--- src/rtl/lcd_mon_pkg.sv ---
// Shared types and constants for the HD44780 bus monitor.
// Command classes come from the highest set bit of a command byte.
package lcd_mon_pkg;

    typedef enum logic [1:0] {
        IDLE  = 2'd0,
        EXEC  = 2'd1,
        CLEAR = 2'd2
    } state_t;

    localparam logic [3:0] CMD_NONE  = 4'd0;
    localparam logic [3:0] CMD_CLEAR = 4'd1;
    localparam logic [3:0] CMD_HOME  = 4'd2;
    localparam logic [3:0] CMD_ENTRY = 4'd3;
    localparam logic [3:0] CMD_DISP  = 4'd4;
    localparam logic [3:0] CMD_SHIFT = 4'd5;
    localparam logic [3:0] CMD_FUNC  = 4'd6;
    localparam logic [3:0] CMD_CGRAM = 4'd7;
    localparam logic [3:0] CMD_DDRAM = 4'd8;

    localparam logic [7:0] CHAR_SPACE = 8'h20;

    function automatic logic [3:0] cmd_class(input logic [7:0] d);
        if (d[7])      return CMD_DDRAM;
        else if (d[6]) return CMD_CGRAM;
        else if (d[5]) return CMD_FUNC;
        else if (d[4]) return CMD_SHIFT;
        else if (d[3]) return CMD_DISP;
        else if (d[2]) return CMD_ENTRY;
        else if (d[1]) return CMD_HOME;
        else if (d[0]) return CMD_CLEAR;
        return CMD_NONE;
    endfunction

endpackage

--- src/rtl/lcd_mon_sync.sv ---
// Input synchronizers, E-high glitch filter and falling-edge event detect.
// RS/D are captured on every synced-high cycle so the last one is held at the fall.
module lcd_mon_sync #(
    parameter int SYNC_STAGES = 2,
    parameter int E_MIN_HIGH  = 4
) (
    input  logic       clk,
    input  logic       reset,
    input  logic       lcd_rs,
    input  logic       lcd_e,
    input  logic [7:0] lcd_d,
    output logic       ev_valid,
    output logic       ev_rs,
    output logic [7:0] ev_d
);
    localparam int CW = $clog2(E_MIN_HIGH + 1);

    logic [SYNC_STAGES-1:0] e_sync_q;
    logic [SYNC_STAGES-1:0] rs_sync_q;
    logic [7:0]             d_sync_q [SYNC_STAGES];
    logic [CW-1:0]          hi_cnt_q;
    logic                   rs_hold_q;
    logic [7:0]             d_hold_q;
    logic                   e_s;

    assign e_s = e_sync_q[SYNC_STAGES-1];

    always_ff @(posedge clk or posedge reset) begin
        if (reset) begin
            e_sync_q  <= '0;
            rs_sync_q <= '0;
            for (int i = 0; i < SYNC_STAGES; i++) d_sync_q[i] <= '0;
        end else begin
            e_sync_q[0]  <= lcd_e;
            rs_sync_q[0] <= lcd_rs;
            d_sync_q[0]  <= lcd_d;
            for (int i = 1; i < SYNC_STAGES; i++) begin
                e_sync_q[i]  <= e_sync_q[i-1];
                rs_sync_q[i] <= rs_sync_q[i-1];
                d_sync_q[i]  <= d_sync_q[i-1];
            end
        end
    end

    // Counter saturates at E_MIN_HIGH; it is zero whenever E was low last cycle.
    always_ff @(posedge clk or posedge reset) begin
        if (reset) begin
            hi_cnt_q  <= '0;
            rs_hold_q <= 1'b0;
            d_hold_q  <= '0;
        end else if (e_s) begin
            if (hi_cnt_q != CW'(E_MIN_HIGH)) hi_cnt_q <= hi_cnt_q + CW'(1);
            rs_hold_q <= rs_sync_q[SYNC_STAGES-1];
            d_hold_q  <= d_sync_q[SYNC_STAGES-1];
        end else begin
            hi_cnt_q <= '0;
        end
    end

    assign ev_valid = !e_s && (hi_cnt_q == CW'(E_MIN_HIGH));
    assign ev_rs    = rs_hold_q;
    assign ev_d     = d_hold_q;

endmodule

--- src/rtl/lcd_bus_monitor.sv ---
// Passive HD44780 bus monitor rebuilding the visible text into a character buffer.
// Define LCD_MON_4BIT_EN to follow 4-bit interface mode (nibble pairs).
module lcd_bus_monitor #(
    parameter int ROWS        = 2,
    parameter int COLS        = 16,
    parameter int SYNC_STAGES = 2,
    parameter int E_MIN_HIGH  = 4,
    localparam int N          = ROWS * COLS,
    localparam int AW         = $clog2(N)
) (
    input  logic          clk,
    input  logic          reset,
    input  logic          lcd_rs,
    input  logic          lcd_e,
    input  logic [7:0]    lcd_d,
    input  logic [AW-1:0] rd_addr,
    output logic [7:0]    rd_data,
    output logic [AW-1:0] cursor,
    output logic          display_on,
    output logic          cursor_on,
    output logic          blink_on,
    output logic          busy,
    output logic          wr_strobe,
    output logic [15:0]   ev_count,
    output logic          overflow
);
    import lcd_mon_pkg::*;

    logic       ev_valid, ev_rs;
    logic [7:0] ev_d;
    logic       byte_v, byte_rs;
    logic [7:0] byte_d;

    lcd_mon_sync #(
        .SYNC_STAGES(SYNC_STAGES),
        .E_MIN_HIGH (E_MIN_HIGH)
    ) u_sync (
        .clk     (clk),
        .reset   (reset),
        .lcd_rs  (lcd_rs),
        .lcd_e   (lcd_e),
        .lcd_d   (lcd_d),
        .ev_valid(ev_valid),
        .ev_rs   (ev_rs),
        .ev_d    (ev_d)
    );

    state_t        state_q, state_d;
    logic          start_q, start_d;
    logic [AW-1:0] clr_q, clr_d;
    logic          cur_rs_q, cur_rs_d;
    logic [7:0]    cur_d_q, cur_d_d;
    logic          pend_v_q, pend_v_d;
    logic          pend_rs_q, pend_rs_d;
    logic [7:0]    pend_dat_q, pend_dat_d;
    logic          ovf_q, ovf_d;
    logic [15:0]   evc_q, evc_d;
    logic [AW-1:0] cursor_q, cursor_d;
    logic          id_q, id_d;
    logic          disp_q, disp_d, curs_q, curs_d, blink_q, blink_d;
    logic          cg_q, cg_d, off_q, off_d;
    logic          wrs_q, wrs_d;
    logic [7:0]    rd_q;
    logic          we;
    logic [AW-1:0] wa;
    logic [7:0]    wd;
    logic [3:0]    cls;
    logic [7:0]    mem [0:N-1];

`ifdef LCD_MON_4BIT_EN
    logic       four_q, four_d, phase_q, phase_d;
    logic [3:0] nib_q, nib_d;
    logic       func_exec;

    assign func_exec = (state_q == EXEC) && !cur_rs_q && (cls == CMD_FUNC);

    // A function set always realigns the nibble phase to the high nibble.
    always_comb begin
        four_d  = four_q;
        phase_d = phase_q;
        nib_d   = nib_q;
        byte_v  = 1'b0;
        byte_rs = ev_rs;
        byte_d  = ev_d;
        if (ev_valid) begin
            if (!four_q) begin
                byte_v = 1'b1;
            end else if (!phase_q) begin
                phase_d = 1'b1;
                nib_d   = ev_d[7:4];
            end else begin
                phase_d = 1'b0;
                byte_v  = 1'b1;
                byte_d  = {nib_q, ev_d[7:4]};
            end
        end
        if (func_exec) begin
            four_d  = !cur_d_q[4];
            phase_d = 1'b0;
        end
    end

    always_ff @(posedge clk or posedge reset) begin
        if (reset) begin
            four_q  <= 1'b0;
            phase_q <= 1'b0;
            nib_q   <= '0;
        end else begin
            four_q  <= four_d;
            phase_q <= phase_d;
            nib_q   <= nib_d;
        end
    end
`else
    assign byte_v  = ev_valid;
    assign byte_rs = ev_rs;
    assign byte_d  = ev_d;
`endif

    function automatic logic [AW-1:0] step(input logic [AW-1:0] c, input logic up);
        if (up) return (c == AW'(N - 1)) ? '0 : c + AW'(1);
        return (c == '0) ? AW'(N - 1) : c - AW'(1);
    endfunction

    assign cls = cmd_class(cur_d_q);

    always_comb begin
        state_d    = state_q;
        start_d    = start_q;
        clr_d      = clr_q;
        cur_rs_d   = cur_rs_q;
        cur_d_d    = cur_d_q;
        pend_v_d   = pend_v_q;
        pend_rs_d  = pend_rs_q;
        pend_dat_d = pend_dat_q;
        ovf_d      = ovf_q;
        evc_d      = evc_q;
        cursor_d   = cursor_q;
        id_d       = id_q;
        disp_d     = disp_q;
        curs_d     = curs_q;
        blink_d    = blink_q;
        cg_d       = cg_q;
        off_d      = off_q;
        wrs_d      = 1'b0;
        we         = 1'b0;
        wa         = cursor_q;
        wd         = cur_d_q;

        if (byte_v) evc_d = evc_q + 16'd1;

        // Idle takes the pending event first; anything else lands in the slot.
        if (state_q == IDLE && !start_q) begin
            if (pend_v_q) begin
                cur_rs_d = pend_rs_q;
                cur_d_d  = pend_dat_q;
                pend_v_d = 1'b0;
                state_d  = EXEC;
            end else if (byte_v) begin
                cur_rs_d = byte_rs;
                cur_d_d  = byte_d;
                state_d  = EXEC;
            end
        end
        if (byte_v && !(state_q == IDLE && !start_q && !pend_v_q)) begin
            if (pend_v_d) begin
                ovf_d = 1'b1;
            end else begin
                pend_v_d   = 1'b1;
                pend_rs_d  = byte_rs;
                pend_dat_d = byte_d;
            end
        end

        unique case (state_q)
            IDLE: begin
                if (start_q) begin
                    start_d = 1'b0;
                    state_d = CLEAR;
                end
            end
            EXEC: begin
                state_d = IDLE;
                if (cur_rs_q) begin
                    if (!cg_q && !off_q) begin
                        we       = 1'b1;
                        wrs_d    = 1'b1;
                        cursor_d = step(cursor_q, id_q);
                    end
                end else begin
                    unique case (cls)
                        CMD_CLEAR: begin
                            state_d  = CLEAR;
                            cursor_d = '0;
                            id_d     = 1'b1;
                        end
                        CMD_HOME:  cursor_d = '0;
                        CMD_ENTRY: id_d = cur_d_q[1];
                        CMD_DISP: begin
                            disp_d  = cur_d_q[2];
                            curs_d  = cur_d_q[1];
                            blink_d = cur_d_q[0];
                        end
                        CMD_SHIFT: begin
                            if (!cur_d_q[3]) cursor_d = step(cursor_q, cur_d_q[2]);
                        end
                        CMD_CGRAM: cg_d = 1'b1;
                        CMD_DDRAM: begin
                            cg_d = 1'b0;
                            if (32'(cur_d_q[5:0]) >= COLS || 32'(cur_d_q[6]) >= ROWS) begin
                                off_d = 1'b1;
                            end else begin
                                off_d    = 1'b0;
                                cursor_d = AW'(32'(cur_d_q[6]) * COLS + 32'(cur_d_q[5:0]));
                            end
                        end
                        default: ;
                    endcase
                end
            end
            CLEAR: begin
                we = 1'b1;
                wa = clr_q;
                wd = CHAR_SPACE;
                if (clr_q == AW'(N - 1)) begin
                    clr_d   = '0;
                    state_d = IDLE;
                end else begin
                    clr_d = clr_q + AW'(1);
                end
            end
            default: state_d = IDLE;
        endcase
    end

    always_ff @(posedge clk or posedge reset) begin
        if (reset) begin
            state_q    <= IDLE;
            start_q    <= 1'b1;
            clr_q      <= '0;
            cur_rs_q   <= 1'b0;
            cur_d_q    <= '0;
            pend_v_q   <= 1'b0;
            pend_rs_q  <= 1'b0;
            pend_dat_q <= '0;
            ovf_q      <= 1'b0;
            evc_q      <= '0;
            cursor_q   <= '0;
            id_q       <= 1'b1;
            disp_q     <= 1'b0;
            curs_q     <= 1'b0;
            blink_q    <= 1'b0;
            cg_q       <= 1'b0;
            off_q      <= 1'b0;
            wrs_q      <= 1'b0;
        end else begin
            state_q    <= state_d;
            start_q    <= start_d;
            clr_q      <= clr_d;
            cur_rs_q   <= cur_rs_d;
            cur_d_q    <= cur_d_d;
            pend_v_q   <= pend_v_d;
            pend_rs_q  <= pend_rs_d;
            pend_dat_q <= pend_dat_d;
            ovf_q      <= ovf_d;
            evc_q      <= evc_d;
            cursor_q   <= cursor_d;
            id_q       <= id_d;
            disp_q     <= disp_d;
            curs_q     <= curs_d;
            blink_q    <= blink_d;
            cg_q       <= cg_d;
            off_q      <= off_d;
            wrs_q      <= wrs_d;
        end
    end

    always_ff @(posedge clk) begin
        if (we) mem[wa] <= wd;
    end

    always_ff @(posedge clk or posedge reset) begin
        if (reset) rd_q <= '0;
        else       rd_q <= mem[rd_addr];
    end

    assign rd_data    = rd_q;
    assign cursor     = cursor_q;
    assign display_on = disp_q;
    assign cursor_on  = curs_q;
    assign blink_on   = blink_q;
    assign busy       = (state_q == CLEAR);
    assign wr_strobe  = wrs_q;
    assign ev_count   = evc_q;
    assign overflow   = ovf_q;

endmodule

--- config.mk ---
export PLATFORM = sky130hd
export DESIGN_NAME = lcd_bus_monitor
export DESIGN_NICKNAME = d
export VERILOG_FILES = /design/src/rtl/lcd_mon_pkg.sv /design/src/rtl/lcd_mon_sync.sv /design/src/rtl/lcd_bus_monitor.sv
export SDC_FILE = /design/constraint.sdc
export NUM_CORES = 1
export LEC_CHECK = 0
export CORE_ASPECT_RATIO = 0.9
export CORE_MARGIN = 3
export CORE_UTILIZATION = 30
export CTS_BUF_LIST = sky130_fd_sc_hd__clkbuf_16
export DETAILED_ROUTE_END_ITERATION = 7
export GPL_ROUTABILITY_DRIVEN = 0
export GPL_TIMING_DRIVEN = 0
export PLACE_DENSITY = 0.42
export SLEW_MARGIN = 10
export SYNTH_ARGS = -nofsm -noshare
export SYNTH_HDL_FRONTEND = slang
export SYNTH_SLANG_ARGS = --single-unit
--- constraint.sdc ---
create_clock -name clk -period 3.7 [get_ports clk]
set_input_delay 0.37 -clock clk [delete_from_list [all_inputs] [get_ports clk]]
set_output_delay 0.37 -clock clk [all_outputs]
set_load 0.02 [all_outputs]
== Yosys cells after proc, flatten, opt, wreduce, memory -nomap -nowiden ==
Memories as Yosys holds them, arrays and structs flattened. A register that Yosys moved wholly into a read port is not among the register bits.
Index checks and enable logic that the tools add are counted.
Word-level totals
  register bits after elaboration: 88
  memory bits (writable): 256
  bits of input ports: 17
  memories: 1
Cells by class
  add/subtract/negate cells: 6
  order comparisons: 1
  eq/ne operators: 17
  multiplexer cells: 65
  bitwise logic cells: 2
  reductions and logical operators: 26
Memory list
  mem: depth 32, width 8, rd ports 1, clocked after Yosys merged registers in 1, wr ports 1, line lcd_bus_monitor.sv:68  | logic [7:0] mem [0:N-1];
Operators by type and width (count)
  2-to-1 mux 5 bit: 12
  2-to-1 mux 4 bit: 9
  2-to-1 mux 1 bit: 27
  2-to-1 mux 8 bit: 3
  adder 16 x 1 -> 16 bit (second input constant): 1
  one-hot mux 5 bit (3 select lines): 1
  2-to-1 mux 2 bit: 7
  == test 4 x 3 -> 1 bit (second input constant): 3
  AND reduction 3 bit: 4
  adder 5 x 1 -> 5 bit (second input constant): 2
  == test 5 bit (second input constant): 2
  inequality test 3 bit (second input constant): 3
  == test 4 x 2 -> 1 bit (second input constant): 2
  >= comparator 6 x 5 -> 1 bit (second input constant): 1
  logical NOT 1 bit: 6
  2-to-1 mux 3 bit: 2
  one-hot mux 1 bit (2 select lines): 3
  one-hot mux 2 bit (3 select lines): 1
  AND reduction 2 bit: 3
  nonzero test 2 bit: 3
  adder 5 bit: 1
  logical AND 1 bit: 5
  logical NOT 5 bit: 1
  AND reduction 5 bit: 1
  13 further kinds: 14

== Depth between registers and ports, before layout ==
  depth in word-level cells: 17
  mapped depth: 9

== By module ==
From an unflattened synthesis, not the netlist that was laid out.
Unflattened totals
  cell total of the unflattened synthesis: 788
  area, all modules: 14133.6 um2
Modules (own cells, without submodules)
  lcd_bus_monitor: times used 1, cells each 729, area each 13082.5 um2, sequential area each 9291.4 um2
  lcd_mon_sync: times used 1, cells each 59, area each 1051.0 um2, sequential area each 800.8 um2

== Worst setup path after synthesis ==
Ideal clock, no wire load.
  path type: register to register
  start point: register state_q[0]
  end point: memory mem[0][6] (data pin)
  data arrival time: 2206 ps
  setup slack: 1134 ps
  cell stages (with the launch flop): 7
  buffers on the path: 3
  period minus slack after synthesis: 2566 ps
  cells stage by stage: dfrtp_1 > inv_1 > ha_1 > clkbuf_1 > buf_1 > clkbuf_1 > nor2b_1
On the way
  word-level cells in the longest chain between the ends: 2
Ends and longest elaborated chain
  from (decl): line lcd_bus_monitor.sv:48  | state_t state_q, state_d;
  from (signal assigned): line lcd_bus_monitor.sv:257  | state_q <= state_d;
  == test 2 bit
  named net busy: line lcd_bus_monitor.sv:22  | output logic busy,
  2-to-1 mux 8 bit: line lcd_bus_monitor.sv:175  | unique case (state_q)
  named net wd[6]: line lcd_bus_monitor.sv:66  | logic [7:0] wd;
  to (decl): line lcd_bus_monitor.sv:68
The timed path passes the listed nets, and every way through them passes these cells.

== Worst setup path after layout ==
  start point: register state_q[0]
  end point: memory mem[30][7], enable pin
On the way
  word-level cells in the longest chain between the ends: 4
  elaborated cells on any way between the ends: 6
  classes of those cells: eq/ne (2); mux (4)
Ends and longest elaborated chain
  == test 2 bit / == test 2 x 1 -> 1 bit (equally long branches): line lcd_bus_monitor.sv:175
  one-hot mux 1 bit (2 select lines): line lcd_bus_monitor.sv:175
  2-to-1 mux 1 bit: line lcd_bus_monitor.sv:279  | if (we) mem[wa] <= wd;
  2-to-1 mux 1 bit (not written as such): line lcd_bus_monitor.sv:279
Several ways; a longest one is shown, not always the timed one.

==> qor.yml <==
outcome:
  status: "finished clean"
min_path:
  hp-class: "in -> async"
floorplan:
  fp.dieH_um: 212
  num_rows: 74
  die_width_um: 234
  start_util: 0.307
  fp.coreArea_sq_mm: 0.0459
  io-pin-count: 52
  die_area_sq_mm: 0.0496
clock_tree:
  cts_tree: "done"
  clk_pin_slew_ns: 0.06
  htreeDepth: 2
  cts_made_buffers: 40
  cts_hold_buf: 0
  clockBufferDepth: 3
  clock-root-buffer: "clkbuf_16"
  clk_latency_ns: 0.56
  cts.sinks: 352
worst_setup_path:
  path_delay_family: "simple AND/OR/NAND/NOR gates"
  max_stage_delay_ns: 0.70
  rr_endpoint: "mem[30][7]"
  critPathKind: "reg -> reg"
  path_buf_inv: 3
  worstSetupEndpointType: "register"
  cp.arrival_ns: 3.64
  rr_startpoint: "state_q[0]"
  path_cells: "inv_1, ha_1, clkbuf_1, buf_1, nand2_1, o22ai_1, nand2_1, nor2_1"
  critPathMaxFanout: 10
  ff2ff_setup_slack_ns: 0.22
  required_ns: 3.86
  rr_worst_depth: 8
  crit_top_cell: "nand2_1"
  start_kind: "register"
  slowest_stage: "nor2_1"
grt:
  grt_max_degree: 74
  antenna_found_initial: 2
  grt_pass1_vias: 7599
  grtUsageTotal: 0.137
  overflow: 0
  grt_pass1_wl_um: 50200
synth:
  yosysWarnings: 0
  synth.cell_area_sq_mm: 0.0141
  ys_top_cells_by_count: "edfxtp_1, dfrtp_1, mux4_2, nor2_1, nand2_1"
  yosysMostFrequentCell: "edfxtp_1"
  async_flop_share: 0.273
  synth-edff-count: 256
  yosysUniqueCellTypes: 54
  synth_top_area_frac: 0.546
  synth_area_per_cell_sq_um: 18.1
  ys.flop_type: "edfxtp_1"
  yosysTopAreaCell: "edfxtp_1"
  synth_area_leaders: "edfxtp_1, dfrtp_1, mux4_2, mux2_2, nor2_1"
  syn_nets: 806
  yosysSeqAreaShare: 0.716
  synthCells: 777
  synth_seq_cells: 352
sta:
  fmax_ghz: 0.287
  worstMarginPinSlew_ns: 1.24
  worst_hold_slack_ns: 0.166
  layout_setup_ws_ns: 0.218
  hold_violations: 0
  final.setup_skew_ns: 0.0280
  period_share: 0.941
  fin_crit_ns: 3.48
  setup_viol: 0
  drv_slew: 0
  max_slew_margin: 0.171
  rsz0062_at_grt: "yes"
drt:
  drt-vias-per-instance: 4.75
  drc: 0
  wl_per_cell_um: 21.7
  firstDrtPassIters: 4
  via_count: 7160
  wl_um: 32700
  first_iter_violations: 516
  drtAntennaViolNets: 0
power_and_ir_drop:
  powerDensity_mw_per_mm2: 662
  power_mw: 11.0
  p_leak_nw: 5.76
  peakVddDrop_mv: 0.459
finish:
  antennaDiodeCount: 0
  utilization: 0.363
  area_delta_synth_final_pct: 18.3
  nNetsFinal: 898
  drive_above_1_share: 0.219
  nFillCells: 4396
placed_design:
  io_buffer_count: 46
  place_ws_ns: 0.263
  dp_hpwl_um: 21600
flow_run:
  drv_cap: 0
-- cell type report --
cell class	count	area (sq um)	area share
plain buffers	34	160	0.00960
clock buffers	41	1030	0.0615
clock inverters	30	166	0.00998
inverters	14	57.6	0.00345
multi-input cells	377	3840	0.230
flip-flops and latches	352	10100	0.605
well taps	608	761	0.0456
repair buffers	50	571	0.0342
-- registers in the layout (all words and copies together), names as in the netlist, 5 cells and up --
name / flops
mem: 256
cursor: 5
pend_dat_q: 8
clr_q: 5
ev_count: 16
u_sync.ev_d: 8
u_sync.d_sync_q: 16
rd_data: 8
cur_d_q: 8
-- where the power goes --
part / switching, mW / internal (mW) / leakage (nW)
Combinational: 1.47 / 0.765 / 1.57
Sequential: 0.211 / 4.94 / 3.56
Clock: 1.57 / 2.08 / 0.626
-- cell usage in the layout, fill, tap and decap left out, types with 7 or more instances in the layout --
cell type / n
clkbuf_16: 41
nor2_1: 46
mux2_2: 31
nand2_1: 42
dfrtp_1: 94
and3_1: 8
clkbuf_1: 16
ha_1: 12
clkinv_2: 7
nand3_1: 10
inv_1: 23
a21oi_1: 13
mux4_2: 80
buf_1: 9
xnor2_1: 17
mux2i_1: 11
edfxtp_1: 256
clkinv_1: 8
o21ai_0: 26
clkdlybuf4s50_1: 46
nor2b_1: 7
-- worst register-to-register path: stages (launching register included) --
cell	delay, ns
dfrtp_1	0.41
inv_1	0.09
ha_1	0.30
clkbuf_1	0.38
buf_1	0.47
nand2_1	0.14
o22ai_1	0.35
nand2_1	0.25
nor2_1	0.70
-- how the worst max path moves through the flow --
stage                     startpoint         end  slack (ns)  depth (start not counted)
after floorplan                reset    blink_on        0.83                          1
after global placement         reset   cursor[0]       -1.37                          2
after detailed placement  state_q[0]  mem[28][3]        0.26                          8
after CTS                 state_q[0]  mem[28][1]        0.22                          8
after global routing      state_q[0]  mem[31][3]      -0.002                          8
final                     state_q[0]  mem[30][7]        0.22                          8
-- metal layers --
metal  share of wire  vias up  global-route usage  wire length (um)
li1                -     3225                   -                 -
met1            0.50     3748               0.205             16300
met2            0.44      128               0.202             14400
met3           0.036       59              0.0234              1190
met4           0.029        0              0.0484               947
met5               0        -                   0                 0
-- timing repair --
action                                 in CTS  in global routing
endpoints found under the hold margin       0                  0
setup buffers                               0                  0
setup endpoints to repair                   0                  7
resized for setup                           0                  1
-- through the flow --
step | setup TNS, ns | cell area, sq um | cells
2_1_floorplan | 0 | 14100 | 777
3_3_place_gp | -210.87 | 15300 | 1431
3_5_place_dp | 0 | 15500 | 1435
4_1_cts | 0 | 16700 | 1506
5_1_grt | -0.0116 | 16700 | 1506
6_report | 0 | 16700 | 1506
-- cells by family (layout without fill, tap and decap cells) --
group,count (synthesis),count (layout),share of synthesized area
fa+ha+maj,13,13,0.0114
xor+xnor,23,23,0.0143
buf+inv,48,169,0.0151
compound gates,71,71,0.0321
mux,122,122,0.160
simple gates,148,148,0.0505
flops,352,352,0.716
(Power assumes the default switching activity.)
==> variant: new RTL, same settings <==
`SYNC_STAGES` is set to 2 in 2 places; all go to 1.
--- a/src/rtl/lcd_mon_sync.sv
+++ b/src/rtl/lcd_mon_sync.sv
@@ -2,5 +2,5 @@
 // RS/D are captured on every synced-high cycle so the last one is held at the fall.
 module lcd_mon_sync #(
-    parameter int SYNC_STAGES = 2,
+    parameter int SYNC_STAGES = 1,
     parameter int E_MIN_HIGH  = 4
 ) (
--- a/src/rtl/lcd_bus_monitor.sv
+++ b/src/rtl/lcd_bus_monitor.sv
@@ -4,5 +4,5 @@
     parameter int ROWS        = 2,
     parameter int COLS        = 16,
-    parameter int SYNC_STAGES = 2,
+    parameter int SYNC_STAGES = 1,
     parameter int E_MIN_HIGH  = 4,
     localparam int N          = ROWS * COLS,
Behaviour: no difference found for any inputs over 4 cycles, from zero or initial values and one cycle with reset high; that may be too few to reach the edited logic, so the function may still have changed.
==> variant against the original RTL <==
Area after synthesis decreased by 1.8%. Routed wire length up 0.18%. Sequential share of layout area shrank 0.69 points. Power grew 2.8%. Design area shrank 1.4%. Count of clock-buffer cells in the layout is 2 lower. Sequential cell count shrank 10. Setup slack improved by 0.19 ns.
==> variant: results (changes against the original RTL) <==
run_status:
  status: "finished, final reports clean"
global_routing:
  grt_usage_pct: 13.86  # +0.15 points
  grtUsageMet2_pct: 21.18  # +1.0 points
  grt_max_degree: 49  # -34%
  grt_pass1_vias: 7685  # +1.1%
  antenna_found_initial: 1  # -1
  grt_pass1_wl_mm: 49.66  # -1.0%
  gr-usage-met1_pct: 20.24  # -0.24 points
  groute.layer.met3.usage_pct: 2.769  # +0.43 points
final_layout:
  drive_gt1_share_pct: 22.56  # +0.62 points
  seqCellArea_um2: 9842  # -2.5%
  fillers: 4161  # -5.3%
  stdcell_area_um2: 16450  # -1.4%
  buffers: 83  # -1.2%
  final-nonclk-buf-share_pct: 4.001  # -0.38 points
  finalNetCount: 880  # -2.0%
  multi_input_area_share_pct: 23.24  # +0.21 points
  clock_cell_area_share_pct: 8.025  # +0.87 points
  comb.multi_input.count: 371  # -1.6%
sta:
  whs_ns: 0.2623  # +0.09598 ns
  worst_slew_pin_slew_ns: 1.132  # -0.1115 ns
  clock-skew-final_ns: 0.02729  # -0.0007132 ns
synthesis:
  yosysSeqAreaShare_pct: 71.15  # -0.47 points
  ys_types: 51  # -5.6%
  syn_nets: 791  # -1.9%
  avgSynthCellArea_um2: 18.15  # +0.10%
  synthTopCellsByCount: "256 x edfxtp_1, 84 x dfrtp_1, 80 x mux4_2"
  synth-async-reset-ratio_pct: 25.15  # -2.1 points
  ys.flop_type: "edfxtp_1"
  syn_area_um2: 13830  # -1.8%
  synthTopCellsByArea: "edfxtp_1 56%, dfrtp_1 15%, mux4_2 13%, mux2_2 2.8%, nor2_1 1.4%"
detailed_routing:
  wl_met3_mm: 1.369  # +16%
  dr_total_vias: 7206  # +0.64%
  first_iter_violations: 500  # -3.1%
  dr_wl_met2_mm: 14.93  # +4.0%
  wl_per_cell_um: 22.14  # +1.8%
  viasPerCell: 4.862  # +2.3%
  firstDrtPassIters: 4  # unchanged
  drt-met1-wl_mm: 15.88  # -2.3%
clocking:
  numClockSinks: 342  # -2.8%
  cts_made_buffers: 39  # -2.5%
  cts_root_buffer: "clkbuf_16"
pwr:
  p_leak_nw: 5.685  # -1.3%
  peakVddDrop_mv: 0.3227  # -30%
placement:
  post-place-ws_ns: 0.3857  # +0.1225 ns
  place_inst: 1410  # -1.7%
  hpwl_mm: 21.42  # -0.91%
  post_dp_cell_area_um2: 15130  # -2.3%
setup_path:
  critPathArrivalTime_ns: 3.45  # -0.19 ns
  regToRegSetupSlack_ns: 0.41  # +0.19 ns
  crit_slowest_cell: "nor2_1"
  r2r-end: "mem[13][4]"
hold_path:
  hold_path.class: "in2reg"
  hold_depth: 1
[variant: cell count changes after synthesis, sizes merged, moves of 3 or more]
cell / before / now
dfrtp: 94 / 84
mux2: 31 / 35
clkbuf: 16 / 20
nand2: 42 / 37
o32ai: 5 / 2
buf: 18 / 15
[variant: power by group]
part           internal (mW)  leakage, nW  switching (mW)
registers               4.86         3.45           0.195
logic                  0.739         1.56            1.58
clock network           2.42        0.675            1.55
total                   8.02         5.68            3.33
[variant: worst max-delay path by stage]
stage	end	slack (ns)
after CTS	mem[12][7]	0.36
final	mem[13][4]	0.41
after detailed placement	mem[12][0]	0.39
after floorplan	blink_on	1.11
after global placement	rd_data[7]	-0.37
after global routing	mem[12][7]	0.15
[variant: kinds of logic after synthesis]
family          Yosys count  share of synthesized area (%)
flops                   342                          71.15
simple gates            144                          5.020
mux                     127                          16.74
compound gates           64                          2.922
buf+inv                  49                          1.556
xor+xnor                 23                          1.456
fa+ha+maj                13                          1.158
